**src/rtl/lfsr_pkg.sv**
```systemverilog
// Shared types and helpers for the XNOR Fibonacci LFSR random generator:
// draw-engine state encoding, the single-step function and maximal tap masks.
package lfsr_pkg;

    typedef enum logic [1:0] {
        IDLE  = 2'd0,
        DRAW  = 2'd1,
        VALID = 2'd2
    } draw_state_e;

    // Returns {next_state, P}; callers zero-extend narrower states and taps to 32 bits.
    function automatic logic [32:0] lfsr_next(input logic [31:0] state, input logic [31:0] taps);
        logic p;
        p = ~^(state & taps);
        return {state[30:0], p, p};
    endfunction

    // Maximal-length XNOR tap masks, bit i-1 = stage Q[i].
    function automatic logic [31:0] default_taps(input int unsigned w);
        logic [31:0] t;
        case (w)
            32'd3:   t = 32'h0000_0006;
            32'd4:   t = 32'h0000_000C;
            32'd5:   t = 32'h0000_0014;
            32'd6:   t = 32'h0000_0030;
            32'd7:   t = 32'h0000_0060;
            32'd8:   t = 32'h0000_00B8;
            32'd9:   t = 32'h0000_0110;
            32'd10:  t = 32'h0000_0240;
            32'd11:  t = 32'h0000_0500;
            32'd12:  t = 32'h0000_0829;
            32'd13:  t = 32'h0000_100D;
            32'd14:  t = 32'h0000_2015;
            32'd15:  t = 32'h0000_6000;
            32'd16:  t = 32'h0000_D008;
            default: t = 32'h0000_0000;
        endcase
        return t;
    endfunction

endpackage

```
**src/rtl/lfsr_rng_if.sv**
```systemverilog
// Draw-word handshake between the random generator (slave) and its consumer (master).
interface lfsr_rng_if #(
    parameter int OUT_W = 4
);
    logic             rnd_req;
    logic             rnd_valid;
    logic             rnd_ready;
    logic [OUT_W-1:0] rnd_data;

    modport master (
        output rnd_req,
        output rnd_ready,
        input  rnd_valid,
        input  rnd_data
    );

    modport slave (
        input  rnd_req,
        input  rnd_ready,
        output rnd_valid,
        output rnd_data
    );
endinterface

```
**src/rtl/lfsr_core.sv**
```systemverilog
// LFSR state register with seed load, all-ones lock-up guard and wrap/seed_err pulses.
// Exposes the feedback bit of the pending step so the draw engine can capture it.
module lfsr_core
    import lfsr_pkg::*;
#(
    parameter int               WIDTH = 9,
    parameter logic [WIDTH-1:0] TAPS  = 9'h110
) (
    input  logic             clk,
    input  logic             rst_n,
    input  logic             step,
    input  logic             load,
    input  logic [WIDTH-1:0] seed,
    output logic [WIDTH-1:0] q,
    output logic             bit_out,
    output logic             wrap,
    output logic             seed_err,
    output logic             p,
    output logic             next_zero
);

    logic [WIDTH-1:0] q_r;
    logic [WIDTH-1:0] next_s;
    logic             bit_out_r;
    logic             wrap_r;
    logic             seed_err_r;
    logic             p_s;
    logic             seed_ones_s;
    logic [32:0]      nxt_raw_s;
    logic             nxt_unused_s;

    assign nxt_raw_s    = lfsr_next(32'(q_r), 32'(TAPS));
    assign nxt_unused_s = ^nxt_raw_s;
    assign seed_ones_s  = &seed;

    // Next state, with an upset all-ones state forced back to all-zeros.
    always_comb begin
        next_s = {WIDTH{1'b0}};
        p_s    = 1'b0;
        if (&q_r) begin
            next_s = {WIDTH{1'b0}};
            p_s    = 1'b0;
        end else begin
            next_s = nxt_raw_s[WIDTH:1];
            p_s    = nxt_raw_s[0];
        end
    end

    // State register; load wins over step, all-ones seeds are rejected.
    always_ff @(posedge clk or negedge rst_n) begin
        if (!rst_n) begin
            q_r        <= {WIDTH{1'b0}};
            bit_out_r  <= 1'b0;
            wrap_r     <= 1'b0;
            seed_err_r <= 1'b0;
        end else if (load) begin
            q_r        <= seed_ones_s ? {WIDTH{1'b0}} : seed;
            bit_out_r  <= 1'b0;
            wrap_r     <= 1'b0;
            seed_err_r <= seed_ones_s;
        end else if (step) begin
            q_r        <= next_s;
            bit_out_r  <= p_s;
            wrap_r     <= (next_s == {WIDTH{1'b0}});
            seed_err_r <= 1'b0;
        end else begin
            wrap_r     <= 1'b0;
            seed_err_r <= 1'b0;
        end
    end

    assign q         = q_r;
    assign bit_out   = bit_out_r;
    assign wrap      = wrap_r;
    assign seed_err  = seed_err_r;
    assign p         = p_s;
    assign next_zero = (next_s == {WIDTH{1'b0}});

endmodule

```
**src/rtl/lfsr_rng.sv**
```systemverilog
// Pseudo-random generator top: LFSR core plus req/valid draw engine assembling OUT_W bits.
// Optional step counter since last wrap/load/reset is enabled by LFSR_RNG_PERIOD_CNT_EN.
module lfsr_rng
    import lfsr_pkg::*;
#(
    parameter int               WIDTH = 9,
    parameter logic [WIDTH-1:0] TAPS  = 9'h110,
    parameter int               OUT_W = 4
) (
    input  logic             clk,
    input  logic             rst_n,
    input  logic             en,
    input  logic             load,
    input  logic [WIDTH-1:0] seed,
    output logic [WIDTH-1:0] q,
    output logic             bit_out,
    output logic             wrap,
    output logic             seed_err,
`ifdef LFSR_RNG_PERIOD_CNT_EN
    output logic [WIDTH-1:0] period_cnt,
`endif
    lfsr_rng_if.slave        rnd
);

    localparam int CNT_W = $clog2(OUT_W + 1);

    draw_state_e      state_r;
    logic [CNT_W-1:0] cnt_r;
    logic [OUT_W-1:0] rnd_data_r;
    logic             rnd_valid_r;
    logic             step_s;
    logic             p_s;
    logic             next_zero_s;
    logic [OUT_W:0]   shift_s;
    logic             shift_unused_s;

    // Free-run steps only while idle; a running draw always steps.
    always_comb begin
        step_s = 1'b0;
        if (state_r == DRAW) begin
            step_s = 1'b1;
        end else if (state_r == IDLE) begin
            step_s = en;
        end else begin
            step_s = 1'b0;
        end
    end

    assign shift_s        = {rnd_data_r, p_s};
    assign shift_unused_s = shift_s[OUT_W];

    lfsr_core #(
        .WIDTH (WIDTH),
        .TAPS  (TAPS)
    ) u_core (
        .clk       (clk),
        .rst_n     (rst_n),
        .step      (step_s),
        .load      (load),
        .seed      (seed),
        .q         (q),
        .bit_out   (bit_out),
        .wrap      (wrap),
        .seed_err  (seed_err),
        .p         (p_s),
        .next_zero (next_zero_s)
    );

    // Draw FSM: a load mid-draw drops the partial word; a held word survives a load.
    always_ff @(posedge clk or negedge rst_n) begin
        if (!rst_n) begin
            state_r     <= IDLE;
            cnt_r       <= {CNT_W{1'b0}};
            rnd_data_r  <= {OUT_W{1'b0}};
            rnd_valid_r <= 1'b0;
        end else begin
            case (state_r)
                IDLE: begin
                    if (rnd.rnd_req) begin
                        state_r <= DRAW;
                        cnt_r   <= {CNT_W{1'b0}};
                    end
                end
                DRAW: begin
                    if (load) begin
                        state_r <= IDLE;
                        cnt_r   <= {CNT_W{1'b0}};
                    end else begin
                        rnd_data_r <= shift_s[OUT_W-1:0];
                        if (cnt_r == CNT_W'(OUT_W - 1)) begin
                            state_r     <= VALID;
                            rnd_valid_r <= 1'b1;
                            cnt_r       <= {CNT_W{1'b0}};
                        end else begin
                            cnt_r <= cnt_r + CNT_W'(1);
                        end
                    end
                end
                VALID: begin
                    if (rnd.rnd_ready) begin
                        state_r     <= IDLE;
                        rnd_valid_r <= 1'b0;
                    end
                end
                default: begin
                    state_r     <= IDLE;
                    cnt_r       <= {CNT_W{1'b0}};
                    rnd_valid_r <= 1'b0;
                end
            endcase
        end
    end

    assign rnd.rnd_valid = rnd_valid_r;
    assign rnd.rnd_data  = rnd_data_r;

`ifdef LFSR_RNG_PERIOD_CNT_EN
    logic [WIDTH-1:0] period_cnt_r;

    // Steps since the last wrap, load or reset, saturating at all-ones.
    always_ff @(posedge clk or negedge rst_n) begin
        if (!rst_n) begin
            period_cnt_r <= {WIDTH{1'b0}};
        end else if (load || (step_s && next_zero_s)) begin
            period_cnt_r <= {WIDTH{1'b0}};
        end else if (step_s && !(&period_cnt_r)) begin
            period_cnt_r <= period_cnt_r + {{(WIDTH-1){1'b0}}, 1'b1};
        end
    end

    assign period_cnt = period_cnt_r;
`else
    logic zero_unused_s;
    assign zero_unused_s = next_zero_s;
`endif

endmodule

```
**src/flat_wrapper.sv**
```systemverilog
// flat-port wrapper written by rule: the top's interface ports become plain ports
module lfsr_rng_flat import lfsr_pkg::*;
#(
    parameter int               WIDTH = 9,
    parameter logic [WIDTH-1:0] TAPS  = 9'h110,
    parameter int               OUT_W = 4
)
  (clk, rst_n, en, load, seed, q, bit_out, wrap, seed_err, rnd_rnd_req, rnd_rnd_ready, rnd_rnd_valid, rnd_rnd_data);
  lfsr_rng_if #(.OUT_W(OUT_W)) rnd_i ();
  input  logic clk;
  input  logic rst_n;
  input  logic en;
  input  logic load;
  input  logic [WIDTH-1:0] seed;
  output logic [WIDTH-1:0] q;
  output logic bit_out;
  output logic wrap;
  output logic seed_err;
  input wire logic [$bits(rnd_i.rnd_req)-1:0] rnd_rnd_req;
  input wire logic [$bits(rnd_i.rnd_ready)-1:0] rnd_rnd_ready;
  output wire logic [$bits(rnd_i.rnd_valid)-1:0] rnd_rnd_valid;
  output wire logic [$bits(rnd_i.rnd_data)-1:0] rnd_rnd_data;
  assign rnd_i.rnd_req = rnd_rnd_req;
  assign rnd_i.rnd_ready = rnd_rnd_ready;
  assign rnd_rnd_valid = rnd_i.rnd_valid;
  assign rnd_rnd_data = rnd_i.rnd_data;
  lfsr_rng #(.WIDTH(WIDTH), .TAPS(TAPS), .OUT_W(OUT_W)) u_core (.clk(clk), .rst_n(rst_n), .en(en), .load(load), .seed(seed), .q(q), .bit_out(bit_out), .wrap(wrap), .seed_err(seed_err), .rnd(rnd_i));
endmodule
```
**config.mk**
```make
export PLATFORM = sky130hd
export DESIGN_NAME = lfsr_rng_flat
export DESIGN_NICKNAME = d
export VERILOG_FILES = /design/src/rtl/lfsr_pkg.sv /design/src/rtl/lfsr_rng_if.sv /design/src/rtl/lfsr_core.sv /design/src/rtl/lfsr_rng.sv /design/src/flat_wrapper.sv
export SDC_FILE = /design/constraint.sdc
export NUM_CORES = 1
export LEC_CHECK = 0
export CAP_MARGIN = 10
export CORE_ASPECT_RATIO = 1.1
export CORE_MARGIN = 4
export CORE_UTILIZATION = 45
export CTS_BUF_LIST = sky130_fd_sc_hd__clkbuf_16
export DETAILED_ROUTE_END_ITERATION = 10
export DONT_BUFFER_PORTS = 1
export MAX_ROUTING_LAYER = met4
export PLACE_DENSITY = 0.61
export SYNTH_ARGS = -nofsm -noshare
export SYNTH_HDL_FRONTEND = slang
export SYNTH_SLANG_ARGS = --single-unit
export TNS_END_PERCENT = 5
```
**constraint.sdc**
```tcl
create_clock -name clk -period 2.21 [get_ports clk]
set_clock_uncertainty 0.05 [all_clocks]
set_input_delay 0.442 -clock clk [delete_from_list [all_inputs] [get_ports clk]]
set_output_delay 0.442 -clock clk [all_outputs]
set_load 0.02 [all_outputs]
```
==> qor.yml, run 1 <==
outcome: "finished clean"
power_density_nw_per_um2: 979
ys_ff_latch: 22
clk_pin_slew_ns: 0.06
drc: 0
min_from: "rnd_rnd_ready"
fmax_mhz: 565
max_cap_violations: 0
critPathMaxStageDelay_ns: 0.57
synth_top_cell_area_share_pct: 48.5
drt_pass1_iterations: 4
root_buffer: "clkbuf_16"
cp_max_fo: 7
antenna_found_initial: 0
totalWireLength_mm: 2.79
crit_arrival_ns: 1.86
synth_area_leaders: "dfrtp_1 (49%), o311ai_0 (4.6%), mux2_2 (4.0%)"
ys_seq_area_share_pct: 48.5
p_leak_nw: 0.500
avgRoutedWirePerCell_um: 19.8
core_um2: 2320
hold_class: "in -> reg"
setup_violations: 0
clk_latency_ns: 0.25
rrSetupSlack_ns: 0.44
synth_edf_count: 0
ys_async_sr_fraction_pct: 100
fin_setup_tns_ns: 0
irDropWorstVdd_mv: 0.590
worstSetupPathType: "reg -> reg"
track_usage_pct: 17.8
finalNonFillerCells: 141
initial_core_util_pct: 48.9
htreeDepth: 1
worstReg2RegStart: "u_core.u_core.q[4]$_DFFE_PN0P_"
end_kind: "flip-flop"
syn_inst: 110
drive_above_1_share_pct: 9.91
r2r_cells: 3
cts-buffers-inserted: 3
clockBufferDepth: 2
worstSetupStartpoint: "u_core.u_core.q[4]$_DFFE_PN0P_"
synth.most_common_cell: "dfrtp_1"
pre_cts_slack_ns: 0.490
slowest_stage: "dfrtp_1"
drtIter0Drc: 46
slew_headroom_pct: 34.9
rsz0062_at_grt: "no"
synth.avg_cell_area_um2: 10.3
worst_r2r_endpoint: "u_core.u_core.q[5]$_DFFE_PN0P_"
die_area_um2: 3390
holdWs_ns: 0.215
grt_overflow: 0
synth_top_cell_by_area: "dfrtp_1"
antenna_cells: 0
syn-cell-area_um2: 1130
hold_violations: 0
rows: 18
ant_nets: 0
via_count: 957
slew_viol_final: 0
fin_nets: 128
synth_nets: 126
cp_data_required_time_ns: 2.30
tightest_slew_ns: 0.973
cp_num_buf_inv: 0
cts_num_sinks: 22
cp_cell_sequence: "nand4_2 -> or3_4 -> a221o_1"
synth_top_flop_cell: "dfrtp_1"
synth_warnings: 0
hold_end: "u_core.state_r[1]$_DFFE_PN0P_"
cts_setup_buffers: 0
fillers: 195
crit_family: "simple AND/OR/NAND/NOR gates"
syn2layout_area_growth_pct: 9.59
cts_tree: "yes"
floorplan.die.width_um: 55.9
post-route-min-period_ns: 1.77
critical_path.startpoint_type: "flip-flop"
dp_cells: 136
ctsResizeCount: 0
grt_max_degree: 23
portBuffers: 0
dpl.hpwl_mm: 2.07
die-height_um: 60.7
yosysUniqueCellTypes: 33
grt_pass1_wl_mm: 4.46
setup_ws_ns: 0.442
finalCritPeriodShare_pct: 80.0
hold_depth: 1
grt_pass1_vias: 920
routed_via_density: 6.79
io_pins: 32
gp_congestion: 0.913
area by class of cell:
cell class / instances / area, um2 / area share [%]
clock buffer: 3 / 75.1 / 6.04
clock inverter: 1 / 3.75 / 0.302
inverter: 4 / 15.0 / 1.21
multi-input combinational: 80 / 552 / 44.4
sequential: 22 / 551 / 44.3
tap: 30 / 37.5 / 3.02
timing repair buffer: 1 / 10.0 / 0.805
where the power goes:
| group | leakage (nW) | internal, mW | switching (mW) |
|---|---|---|---|
| Sequential | 0.274 | 0.480 | 0.177 |
| Combinational | 0.187 | 0.0899 | 0.0940 |
| Clock | 0.0385 | 0.241 | 0.136 |
| Total | 0.500 | 0.811 | 0.407 |
sequential cells by signal, summed over array words and instances (netlist names):
name / cells
u_core.state_r: 2
u_core.u_core.seed_err: 1
u_core.cnt_r: 3
u_core.rnd.rnd_data: 4
u_core.rnd.rnd_valid: 1
u_core.u_core.q: 9
u_core.u_core.bit_out: 1
u_core.u_core.wrap: 1
layout by cell type (no fill, tap or decap), drive strengths merged, types with 2 or more instances in the layout:
cell / synthesis / layout
and3: 6 / 6
o311ai: 6 / 6
o211ai: 6 / 6
nor4: 2 / 2
inv: 4 / 4
a21oi: 2 / 2
dfrtp: 22 / 22
o21ai: 4 / 4
a221o: 3 / 3
a31oi: 6 / 6
nor3: 6 / 6
nand3: 4 / 4
o31ai: 2 / 2
nand4: 7 / 7
nor2: 4 / 4
mux2: 4 / 4
nand2: 6 / 6
clkbuf: 2 / 3
routing by layer:
| metal | share of wire [%] | GRT usage (%) |
|---|---|---|
| met1 | 40 | 20.0 |
| met2 | 53 | 31.4 |
| met3 | 6.6 | 4.26 |
| met4 | 1.1 | 6.44 |
| met5 | 0 | - |
repair_timing:
action | CTS | global route
endpoints found under the setup margin | 0 | 0
hold buffers | 1 | 0
endpoints found under the hold margin | 22 | 0
stage by stage:
stage,utilization (%),area [um2],power (mW)
floorplan,-,1130,0.789
global placement,49.8,1150,0.831
detailed placement,49.8,1150,0.841
CTS,53.6,1240,1.23
global route,53.6,1240,1.28
finish,53.6,1240,1.22
worst max-delay path by stage:
stage                                           to  slack [ns]  cells past startpoint
global route        u_core.u_core.q[5]$_DFFE_PN0P_        0.39                      3
floorplan           u_core.u_core.q[3]$_DFFE_PN0P_        0.61                      3
finish              u_core.u_core.q[5]$_DFFE_PN0P_        0.44                      3
global placement    u_core.u_core.q[6]$_DFFE_PN0P_        0.52                      3
detailed placement  u_core.u_core.q[3]$_DFFE_PN0P_        0.49                      3
CTS                 u_core.u_core.q[6]$_DFFE_PN0P_        0.46                      3
cell families (layout without fill, tap and decap cells):
family	after synthesis	count (layout)	share of synthesized area, %
compound gates	35	35	23.0
xor+xnor	1	1	0.772
flops	22	22	48.5
simple gates	39	39	19.7
buf+inv	8	9	2.87
fa+ha+maj	1	1	1.10
mux	4	4	3.97
Power figures use the tool's default switching activity.
==> run 2, diff against run 1 <==
- PLACE_DENSITY: 0.61 -> 0.63
- clock period: 2.21 -> 1.4 ns (I/O delays scaled with it)
==> qor.yml, run 2 (same netlist as run 1, synthesis figures left out) <==
outcome: "complete, but fails checks"  # was finished clean
violations: "setup timing"
layout_commonest_cell: "buf_4"  # was dfrtp_1
setup_violations: 1  # was 0
grt_pass1_vias: 1031  # was 920
grt_pass1_wl_mm: 4.92  # was 4.46 mm
cp_data_required_time_ns: 1.48  # was 2.30 ns
critical_path.startpoint_type: "flip-flop"  # unchanged
floorplan.die.width_um: 55.9  # unchanged
htreeDepth: 1  # unchanged
hold_depth: 1  # unchanged
die_area_um2: 3390  # unchanged
drtIter0Drc: 36  # was 46
cp_cell_sequence: "nand4_4 -> or3_4 -> a221o_1"  # was nand4_2 -> or3_4 -> a221o_1
cts_tree: "yes"  # unchanged
core_um2: 2320  # unchanged
hold_end: "u_core.state_r[1]$_DFFE_PN0P_"  # unchanged
finalCritPeriodShare_pct: 100  # was 80.0%
clockBufferDepth: 2  # unchanged
totalWireLength_mm: 3.10  # was 2.79 mm
tightest_slew_ns: 0.458  # was 0.973 ns
finalPower_mw: 2.10  # was 1.22 mW
p_leak_nw: 0.606  # was 0.500 nW
cts_num_sinks: 22  # unchanged
holdWs_ns: 0.0767  # was 0.215 ns
io_pins: 32  # unchanged
cp_max_fo: 4  # was 7
dpl.hpwl_mm: 2.33  # was 2.07 mm
slew_viol_final: 0  # unchanged
fillers: 193  # was 195
hold_violations: 0  # unchanged
cts-buffers-inserted: 3  # unchanged
largest_reg_flops: 9  # unchanged
end_kind: "flip-flop"  # unchanged
track_usage_pct: 19.9  # was 17.8%
drc: 0  # unchanged
fin_nets: 151  # was 128
root_buffer: "clkbuf_16"  # unchanged
portBuffers: 0  # unchanged
rows: 18  # unchanged
gp_congestion: 0.869  # was 0.913
via_count: 1025  # was 957
drt_pass1_iterations: 4  # unchanged
antenna_cells: 0  # unchanged
dp_cells: 156  # was 136
worstReg2RegStart: "u_core.u_core.q[4]$_DFFE_PN0P_"  # unchanged
antenna_found_initial: 0  # unchanged
hold_class: "in -> reg"  # unchanged
worstSetupPathType: "reg -> reg"  # unchanged
mostFrequentLayoutCells: "buf_4 (22), dfrtp_1 (13), dfrtp_2 (9)"
setup_ws_ns: -0.00144  # was 0.442 ns
worst_r2r_endpoint: "u_core.u_core.q[6]$_DFFE_PN0P_"  # was u_core.u_core.q[5]$_DFFE_PN0P_
rrSetupSlack_ns: -0.001  # was 0.44 ns
max_cap_violations: 0  # unchanged
finalNonFillerCells: 164  # was 141
clk_latency_ns: 0.25  # about the same
slew_headroom_pct: 69.1  # was 34.9%
ant_nets: 0  # unchanged
rsz0062_at_grt: "yes"  # was no
crit_arrival_ns: 1.48  # was 1.86 ns
r2r_cells: 3  # unchanged
clk_pin_slew_ns: 0.06  # about the same
initial_core_util_pct: 48.9  # unchanged
syn2layout_area_growth_pct: 28.6  # was 9.59%
grt_max_degree: 23  # unchanged
critPathMaxStageDelay_ns: 0.41  # was 0.57 ns
irDropWorstVdd_mv: 0.950  # was 0.590 mV
post-route-min-period_ns: 1.40  # was 1.77 ns
power_density_nw_per_um2: 1440  # was 979 nW/um2
routed_via_density: 6.25  # was 6.79
avgRoutedWirePerCell_um: 18.9  # was 19.8 um
min_from: "rnd_rnd_ready"  # unchanged
fmax_mhz: 714  # was 565 MHz
grt_overflow: 0  # unchanged
slowest_stage: "dfrtp_2"  # was dfrtp_1
die-height_um: 60.7  # unchanged
drive_above_1_share_pct: 34.3  # was 9.91%
run 2: cell count changes in the layout (fill, tap and decap cells not counted), moves of 4 or more:
cell,previous run,this run
buf_4,0,22
dfrtp_1,22,13
dfrtp_2,0,9
o311ai_0,6,2
o311ai_1,0,4
run 2: per-stage QoR:
| step | worst slack [ns] | setup TNS [ns] | area, um2 | utilization (%) |
|---|---|---|---|---|
| floorplan | -0.0198 | -0.0594 | 1160 | - |
| global route | -0.0397 | -0.0615 | 1460 | 62.9 |
| finish | -0.00144 | -0.00144 | 1460 | 62.9 |
| CTS | -0.0127 | -0.0127 | 1410 | 60.9 |
| detailed placement | -0.0231 | -0.0594 | 1330 | 57.4 |
| global placement | 0.0105 | 0 | 1330 | 57.4 |
run 2: metal layers:
layer	routed length (um)	part of all wire, %	global-route usage, %	up-vias
met5	0	0	-	-
met3	208	6.7	5.11	8
li1	-	-	-	491
met4	66	2.1	10.2	0
met1	1270	41	22.2	485
met2	1560	50	33.6	41
run 2: what timing repair did:
action | CTS | global route
buffers inserted | 0 | 2
endpoints found under the hold margin | 22 | 22
endpoints found under the setup margin | 5 | 7
resized for setup | 2 | 4
run 2: final cells by class:
cell class	count	area [um2]	area share, %
clock inverters	1	3.75	0.257
clock buffers	3	75.1	5.15
well taps	30	37.5	2.57
inverters	4	15.0	1.03
repair buffers	24	195	13.4
flip-flops and latches	22	562	38.5
multi-input cells	80	571	39.1
run 2: critical path: cells and delay by family (launching register included):
family	cells	cell delay, ns
AO/OA/AOI/OAI	1	0.33
flip-flops	1	0.41
AND/OR/NAND/NOR	2	0.49
run 2: how the worst max path moves through the flow:
stage | depth (start not counted) | slack (ns) | end | startpoint
global placement | 2 | 0.01 | u_core.rnd.rnd_data[3]$_DFFE_PN0P_ | u_core.state_r[1]$_DFFE_PN0P_
finish | 3 | -0.001 | u_core.u_core.q[6]$_DFFE_PN0P_ | u_core.u_core.q[4]$_DFFE_PN0P_
global route | 3 | -0.04 | u_core.u_core.q[6]$_DFFE_PN0P_ | u_core.u_core.q[4]$_DFFE_PN0P_
detailed placement | 2 | -0.02 | u_core.rnd.rnd_data[3]$_DFFE_PN0P_ | u_core.state_r[1]$_DFFE_PN0P_
CTS | 3 | -0.01 | u_core.u_core.q[6]$_DFFE_PN0P_ | u_core.u_core.q[4]$_DFFE_PN0P_
floorplan | 3 | -0.02 | u_core.u_core.q[5]$_DFFE_PN0P_ | u_core.u_core.q[4]$_DFFE_PN0P_
run 2: power breakdown:
part / internal (mW) / switching [mW]
registers: 0.768 / 0.180
clock network: 0.381 / 0.219
logic: 0.256 / 0.300
==> run 3, diff against run 2 <==
- CAP_MARGIN: 10 -> 25
==> results of run 3 <==
No change in the layout: final DEF, timing and power equal those of run 2.
